## src/rtl/slv_i2c_reg_fsm.sv

```systemverilog
// slv_i2c_reg_fsm: I2C slave protocol FSM in front of a small register file.
// A master write sends the register pointer as its first byte. Each later byte is
// written at the pointer, and the pointer then increments. A master read returns
// bytes from the pointer, which also increments. The pointer wraps at NUM_REGS.
// Optional feature: define SLV_I2C_GCALL_EN to acknowledge the general-call address
// (7'h00, write). General-call bytes then appear on O_GC_DATA with the O_GC_VL strobe.
module slv_i2c_reg_fsm #(
   parameter int                 DATA_SZ  = 8,
   parameter int                 ADDR_SZ  = 7,
   parameter logic [ADDR_SZ-1:0] SLV_ADDR = 7'h50,
   parameter int                 NUM_REGS = 16,
   localparam int                PTR_SZ   = (NUM_REGS > 1) ? $clog2(NUM_REGS) : 1
) (
   input  logic               CLK,
   input  logic               RST,
   input  logic               I_SCL,
   input  logic               I_SDA,
   input  logic               I_RS_IO_SCL,
   input  logic               I_FL_IO_SCL,
   input  logic               I_RS_IO_SDA,
   input  logic               I_FL_IO_SDA,
   input  logic               I_MDL_LW_IO_SCL,
   input  logic [DATA_SZ-1:0] I_RD_DATA,
   output logic               O_SDA,
   output logic               O_BUSY,
   output logic [PTR_SZ-1:0]  O_REG_ADDR,
   output logic               O_WR_EN,
   output logic [DATA_SZ-1:0] O_WR_DATA,
   output logic               O_RD_EN,
`ifdef SLV_I2C_GCALL_EN
   output logic               O_ACK_MSTR,
   output logic [DATA_SZ-1:0] O_GC_DATA,
   output logic               O_GC_VL
`else
   output logic               O_ACK_MSTR
`endif
);

   localparam int                 BCNT_SZ  = $clog2(DATA_SZ + 1);
   localparam logic [BCNT_SZ-1:0] LAST_BIT = BCNT_SZ'(DATA_SZ - 1);

   typedef enum logic [3:0] {
      IDLE, ADDR, ADDR_ACK, PTR, PTR_ACK, WR_DATA, WR_ACK, RD_DATA, MSTR_ACK, IGNORE
   } state_t;

   state_t               state_reg, state_next;
   logic [BCNT_SZ-1:0]   bit_cnt_reg, bit_cnt_next;
   logic [DATA_SZ-1:0]   shift_reg, shift_next;
   logic                 sda_reg, sda_next;
   logic                 busy_reg, busy_next;
   logic                 phase_reg, phase_next;   // ACK slot: SDA driven (slave) / sampled (master)
   logic                 rw_reg, rw_next;
   logic [PTR_SZ-1:0]    ptr_reg, ptr_next, ptr_inc;
   logic                 wr_en_reg, wr_en_next;
   logic [DATA_SZ-1:0]   wr_data_reg, wr_data_next;
   logic                 rd_en_reg, rd_en_next;
   logic                 rd_dly_reg;              // register-file data valid this cycle
   logic                 ack_mstr_reg, ack_mstr_next;
   logic                 gc_mode;

   logic                 start_evt, stop_evt, last_bit, ack_done;
   logic [DATA_SZ-1:0]   rx_byte;
   logic                 addr_ok, ptr_ok, ptr_accept;

`ifdef SLV_I2C_GCALL_EN
   logic                 gc_reg, gc_next;
   logic [DATA_SZ-1:0]   gc_data_reg, gc_data_next;
   logic                 gc_vl_reg, gc_vl_next;
   logic                 gc_hit;

   assign gc_hit  = (rx_byte[DATA_SZ-1:1] == '0) && !rx_byte[0];
   assign gc_mode = gc_reg;
   assign addr_ok = (rx_byte[DATA_SZ-1:1] == SLV_ADDR) || gc_hit;
`else
   assign gc_mode = 1'b0;
   assign addr_ok = (rx_byte[DATA_SZ-1:1] == SLV_ADDR);
`endif

   assign start_evt  = I_FL_IO_SDA & I_SCL;
   assign stop_evt   = I_RS_IO_SDA & I_SCL;
   assign last_bit   = I_RS_IO_SCL && (bit_cnt_reg == LAST_BIT);
   assign ack_done   = I_FL_IO_SCL && phase_reg;
   assign rx_byte    = {shift_reg[DATA_SZ-2:0], I_SDA};
   assign ptr_ok     = (32'(rx_byte) < NUM_REGS);
   assign ptr_accept = ptr_ok || gc_mode;
   assign ptr_inc    = (ptr_reg == PTR_SZ'(NUM_REGS - 1)) ? '0 : ptr_reg + PTR_SZ'(1);

   // State register and all datapath registers; reset releases the bus at once
   always_ff @(posedge CLK) begin
      if (RST) begin
         state_reg    <= IDLE;
         bit_cnt_reg  <= '0;
         shift_reg    <= '0;
         sda_reg      <= 1'b1;
         busy_reg     <= 1'b0;
         phase_reg    <= 1'b0;
         rw_reg       <= 1'b0;
         ptr_reg      <= '0;
         wr_en_reg    <= 1'b0;
         wr_data_reg  <= '0;
         rd_en_reg    <= 1'b0;
         rd_dly_reg   <= 1'b0;
         ack_mstr_reg <= 1'b0;
`ifdef SLV_I2C_GCALL_EN
         gc_reg       <= 1'b0;
         gc_data_reg  <= '0;
         gc_vl_reg    <= 1'b0;
`endif
      end else begin
         state_reg    <= state_next;
         bit_cnt_reg  <= bit_cnt_next;
         shift_reg    <= shift_next;
         sda_reg      <= sda_next;
         busy_reg     <= busy_next;
         phase_reg    <= phase_next;
         rw_reg       <= rw_next;
         ptr_reg      <= ptr_next;
         wr_en_reg    <= wr_en_next;
         wr_data_reg  <= wr_data_next;
         rd_en_reg    <= rd_en_next;
         rd_dly_reg   <= rd_en_reg;
         ack_mstr_reg <= ack_mstr_next;
`ifdef SLV_I2C_GCALL_EN
         gc_reg       <= gc_next;
         gc_data_reg  <= gc_data_next;
         gc_vl_reg    <= gc_vl_next;
`endif
      end
   end

   // Next-state logic: STOP beats START, START beats any bit event
   always_comb begin
      state_next = state_reg;
      if (stop_evt) begin
         state_next = IDLE;
      end else if (start_evt) begin
         state_next = ADDR;
      end else begin
         case (state_reg)
            ADDR:     if (last_bit) state_next = addr_ok ? ADDR_ACK : IGNORE;
            ADDR_ACK: if (ack_done) state_next = rw_reg ? RD_DATA : PTR;
            PTR:      if (last_bit) state_next = ptr_accept ? PTR_ACK : IGNORE;
            PTR_ACK:  if (ack_done) state_next = gc_mode ? PTR : WR_DATA;
            WR_DATA:  if (last_bit) state_next = WR_ACK;
            WR_ACK:   if (ack_done) state_next = WR_DATA;
            RD_DATA:  if (last_bit) state_next = MSTR_ACK;
            MSTR_ACK: if (ack_done) state_next = ack_mstr_reg ? IGNORE : RD_DATA;
            default:  state_next = state_reg;
         endcase
      end
   end

   // Output/datapath logic: SDA only moves on the mid-low strobe except at START/STOP
   always_comb begin
      bit_cnt_next  = bit_cnt_reg;
      shift_next    = shift_reg;
      sda_next      = sda_reg;
      busy_next     = busy_reg;
      phase_next    = phase_reg;
      rw_next       = rw_reg;
      ptr_next      = ptr_reg;
      wr_en_next    = 1'b0;
      wr_data_next  = wr_data_reg;
      rd_en_next    = 1'b0;
      ack_mstr_next = ack_mstr_reg;
`ifdef SLV_I2C_GCALL_EN
      gc_next       = gc_reg;
      gc_data_next  = gc_data_reg;
      gc_vl_next    = 1'b0;
`endif
      if (stop_evt) begin
         sda_next     = 1'b1;
         busy_next    = 1'b0;
         bit_cnt_next = '0;
         phase_next   = 1'b0;
      end else if (start_evt) begin
         sda_next     = 1'b1;
         busy_next    = 1'b1;
         bit_cnt_next = '0;
         phase_next   = 1'b0;
`ifdef SLV_I2C_GCALL_EN
         gc_next      = 1'b0;
`endif
      end else begin
         if (wr_en_reg) ptr_next = ptr_inc;
         case (state_reg)
            ADDR, PTR, WR_DATA: begin
               if (I_MDL_LW_IO_SCL) sda_next = 1'b1;
               if (I_RS_IO_SCL) begin
                  shift_next   = rx_byte;
                  bit_cnt_next = bit_cnt_reg + BCNT_SZ'(1);
               end
               if (last_bit) begin
                  bit_cnt_next = '0;
                  phase_next   = 1'b0;
                  if (state_reg == ADDR) begin
                     rw_next = rx_byte[0];
`ifdef SLV_I2C_GCALL_EN
                     gc_next = gc_hit;
`endif
                  end else if (state_reg == WR_DATA) begin
                     wr_data_next = rx_byte;
                     wr_en_next   = 1'b1;
`ifdef SLV_I2C_GCALL_EN
                  end else if (gc_reg) begin
                     gc_data_next = rx_byte;
                     gc_vl_next   = 1'b1;
`endif
                  end else if (ptr_ok) begin
                     ptr_next = rx_byte[PTR_SZ-1:0];
                  end
               end
            end
            ADDR_ACK, PTR_ACK, WR_ACK: begin
               if (I_MDL_LW_IO_SCL && !phase_reg) begin
                  sda_next   = 1'b0;
                  phase_next = 1'b1;
               end
               if (ack_done) begin
                  phase_next   = 1'b0;
                  bit_cnt_next = '0;
                  if (state_reg == ADDR_ACK && rw_reg) rd_en_next = 1'b1;
               end
            end
            RD_DATA: begin
               if (rd_dly_reg) begin
                  shift_next = I_RD_DATA;
                  ptr_next   = ptr_inc;
               end
               if (I_MDL_LW_IO_SCL) begin
                  sda_next   = shift_reg[DATA_SZ-1];
                  shift_next = {shift_reg[DATA_SZ-2:0], 1'b0};
               end
               if (I_RS_IO_SCL) bit_cnt_next = bit_cnt_reg + BCNT_SZ'(1);
               if (last_bit) begin
                  bit_cnt_next = '0;
                  phase_next   = 1'b0;
               end
            end
            MSTR_ACK: begin
               if (I_MDL_LW_IO_SCL && !phase_reg) sda_next = 1'b1;
               if (I_RS_IO_SCL && !phase_reg) begin
                  ack_mstr_next = I_SDA;
                  phase_next    = 1'b1;
               end
               if (ack_done) begin
                  phase_next   = 1'b0;
                  bit_cnt_next = '0;
                  if (!ack_mstr_reg) rd_en_next = 1'b1;
               end
            end
            IGNORE: begin
               if (I_MDL_LW_IO_SCL) sda_next = 1'b1;
            end
            default: ;
         endcase
      end
   end

   assign O_SDA      = sda_reg;
   assign O_BUSY     = busy_reg;
   assign O_REG_ADDR = ptr_reg;
   assign O_WR_EN    = wr_en_reg;
   assign O_WR_DATA  = wr_data_reg;
   assign O_RD_EN    = rd_en_reg;
   assign O_ACK_MSTR = ack_mstr_reg;
`ifdef SLV_I2C_GCALL_EN
   assign O_GC_DATA  = gc_data_reg;
   assign O_GC_VL    = gc_vl_reg;
`endif

endmodule

```

## config.mk

```make
export PLATFORM = sky130hd
export DESIGN_NAME = slv_i2c_reg_fsm
export DESIGN_NICKNAME = d
export VERILOG_FILES = /design/src/rtl/slv_i2c_reg_fsm.sv
export SDC_FILE = /design/constraint.sdc
export NUM_CORES = 1
export LEC_CHECK = 0
export CORE_MARGIN = 4
export CORE_UTILIZATION = 49
export CTS_CLUSTER_DIAMETER = 40
export DETAILED_ROUTE_END_ITERATION = 6
export DONT_BUFFER_PORTS = 1
export RECOVER_POWER = 50
export SLEW_MARGIN = 20
export SYNTH_ARGS = -nofsm -noshare
export SYNTH_HDL_FRONTEND = slang
export SYNTH_SLANG_ARGS = --single-unit
```

## constraint.sdc

```tcl
create_clock -name CLK -period 5.2 [get_ports CLK]
set_input_delay 1.04 -clock CLK [delete_from_list [all_inputs] [get_ports CLK]]
set_output_delay 1.04 -clock CLK [all_outputs]
set_load 0.05 [all_outputs]
```

==> impl_results.md <==
- Status: finished, final reports clean
- Drt drc: 0
- Crit start category: input pin
- PwrDens: 245 mW/mm^2
- Worst R2R Start: state_reg[0]$_SDFFE_PP0P_
- Gp weighted congestion: roughly 0.86
- Hold Path Class: reg2reg
- Worst rel slew slack: 0.334
- Final Cell Area: 0.00212 sq mm
- Non-filler cells, final: 290
- Avg Vias per Cell: roughly 6.4
- Htree depth: 2
- Synth unique cells: 60
- Post_cts resized: 0
- TritonCTS Buffers: 5
- Fmax achieved: approximately 400 MHz
- Initial antenna violation count: 0
- Global route overflow: 0
- FF/Latch Area: between 700 and 800 sq um
- Yosys warning count: 0
- # diodes: 0
- Area post-placement: about 0.0020 sq mm
- Top FF cell, synth: dfxtp_1
- Clk sinks: 36
- Hold_sp: shift_reg[7]$_SDFFE_PP0P_
- Drt first pass iters: 5
- Pin count of the biggest net entering global routing: 28
- Hold Fails Final Rpt: 0
- Die Span Y: 72.8 um
- Starting DRT DRC Count: 133
- Syn nets: 267
- Inst Count DP: 283
- Crit. End Element: flip-flop
- WHS Endpoint: shift_reg[7]$_SDFFE_PP0P_
- Clock Tree Buf Depth: 2
- Mapped Area: 0.00206 sq mm
- Worst-Margin Slew: just under 1 ns
- Setup TNS: 0 ns
- Most frequent cells in the layout: 36 x dfxtp_1, 36 x nor2_1, 20 x o21ai_0
- Mapped Cells: 248
- Post-layout minimum cycle time: 2.51 ns
- Area grow syn2layout: 2.98%
- Hold path depth: 2
- Footprint of the multi-input gates: between 0.001 and 0.0015 sq mm
- Die area: 0.00530 sq mm
- Delay-heaviest family, CP: simple AND/OR/NAND/NOR gates
- CP Buf/Inv Count: 0
- EDFF count, synth: 0
- Unrepaired setup endpoints after global routing: no
- CTS root buffer: clkbuf_8
- Total GRT Usage: 0.204
- CORE AREA: 0.00403 sq mm
- Post-synth top area cell: dfxtp_1
- R2r setup slk: about 2.8 ns
- CP max stage cell: nor3b_2
- Post-CTS setup buffers: 0
- Ports: 34
- CP cell instances: and4b_1 > and2_1 > nor3b_2 > mux2i_1 > nor2_1
- Layout net count: 259
- WP data required: 5.38 ns
- Avg Synthesized Cell Area: 8.30 sq um
- Maximum vdd drop: 0.180 mV
- # Max-Cap Violations: 0
- Final core occ: 0.526
- Total wire length: 5240 um
- Endpoints failing setup: 0
- Via count: 1,852
- Initial Util: 0.511
- Tcrit/Tclk final: 0.482
- First-pass GRT wire length: 8510 um
- Core Rows: 23
- Final antenna-violating net count: 0
- Crit-path max FO: 9
- Leak Pwr: 0.653 nW
- Port Buffers: 0
- Skew final: between 0.002 and 0.0025 ns
- DR WL/cell: 18.1 um
- Path depth of the worst reg2reg path: 5
- Max-slew violation count: 0
- Post-synth ARST share: 0
- Setup Crit Path Kind: in2reg
- Worst-Skew Late Latency: ~0.29 ns
- Synth Register Bits: 36
- Hold buffers post-CTS: 0
- CTS tree: built
- Vias in the first global route: ~1,800
- Hold Slack: between 0.5 and 0.6 ns
- Synth top area share: 0.350
- Main area contributors after synthesis: dfxtp_1 35%, nor2_1 6.6%, mux2i_1 5.3%
- Clock transition at path regs: 0.07 ns
- CP Data Arrival Time: between 2 and 3 ns
- Worst path max stage delay: 0.77 ns
- Post-detail-place hpwl: 3690 um
- Die X: 72.8 um
- Layout cell share with drive strength beyond 1: 0.0833
- Seq/Total Area, Yosys: 0.350
- RR Endpoint: O_WR_DATA[3]$_SDFFE_PP0P_
- Number of fill cells: 389
worst max path at each step:
| stage | from | endpoint | slack, ns | cells past startpoint |
|---|---|---|---|---|
| after floorplan | I_FL_IO_SDA | shift_reg[6]$_SDFFE_PP0P_ | 2.96 | 5 |
| after global placement | I_RS_IO_SCL | O_WR_DATA[2]$_SDFFE_PP0P_ | 2.49 | 5 |
| after detailed placement | I_RS_IO_SCL | O_WR_DATA[6]$_SDFFE_PP0P_ | 2.44 | 5 |
| after CTS | I_RS_IO_SCL | O_WR_DATA[5]$_SDFFE_PP0P_ | 2.72 | 5 |
| after global routing | state_reg[0]$_SDFFE_PP0P_ | O_WR_DATA[4]$_SDFFE_PP0P_ | 2.58 | 5 |
| final | I_RS_IO_SCL | O_WR_DATA[3]$_SDFFE_PP0P_ | 2.69 | 5 |
cell usage after synthesis (2+ instances only):
library cell  number
nor2_1            36
clkbuf_1          10
nor4_4             2
and2_1             3
o21a_1             3
ha_1               2
nor3b_1            3
dfxtp_1           36
nor3_1             7
a211oi_1           2
nand2b_1           3
nor4_1             2
o21ai_0           19
buf_6              2
buf_2              2
nand3_1            5
inv_1              3
a21oi_1           16
a311oi_1           7
nand4b_1           3
nand2_1           17
mux2i_1           11
nand4_1            2
a31oi_1            9
o22ai_1            2
nor2b_1            5
xor2_1             2
o21ai_1            2
cell families after synthesis:
| group | count (synthesis) | synth area share |
|---|---|---|
| and+or+nand+nor | 101 | 0.274 |
| AOI/OAI and AO/OA | 76 | 0.249 |
| DFF | 36 | 0.350 |
| buffers and inverters | 18 | 0.0432 |
| muxes | 12 | 0.0590 |
| xor gates and xnor gates | 3 | 0.0128 |
| adders and majority gates | 2 | 0.0122 |
tightest hold or removal path: stages (launching register included):
cell and delay [ns]:
dfxtp_1 0.31, nor2_1 0.10, a311oi_1 0.05
metrics by stage:
| step | setup WS [ns] | total power [mW] |
|---|---|---|
| after floorplan | 2.96 | 0.333 |
| after global placement | 2.49 | 0.335 |
| after detailed placement | 2.44 | 0.337 |
| after CTS | 2.72 | 0.522 |
| after global routing | 2.58 | 0.538 |
| final | 2.69 | 0.520 |
routing by layer:
layer,track usage,part of all wire
met1,0.282,0.48
met2,0.307,0.43
met3,0.0579,0.083
met4,0.0615,0.0069
met5,0,0
final cells by class:
type,count,share of cell area
Clock inverter,1,0.00236
Inverter,3,0.00531
Multi-Input combinational cell,194,0.589
Sequential cell,36,0.340
Tap cell,50,0.0295
Clock buffer,6,0.0342
power by group:
part	internal, mW	switching [mW]	total, mW
Combinational	0.0140	0.0193	0.0333
Sequential	0.280	0.0170	0.297
Clock	0.0911	0.0983	0.189
Note: power is estimated with default switching activity, not from simulation.
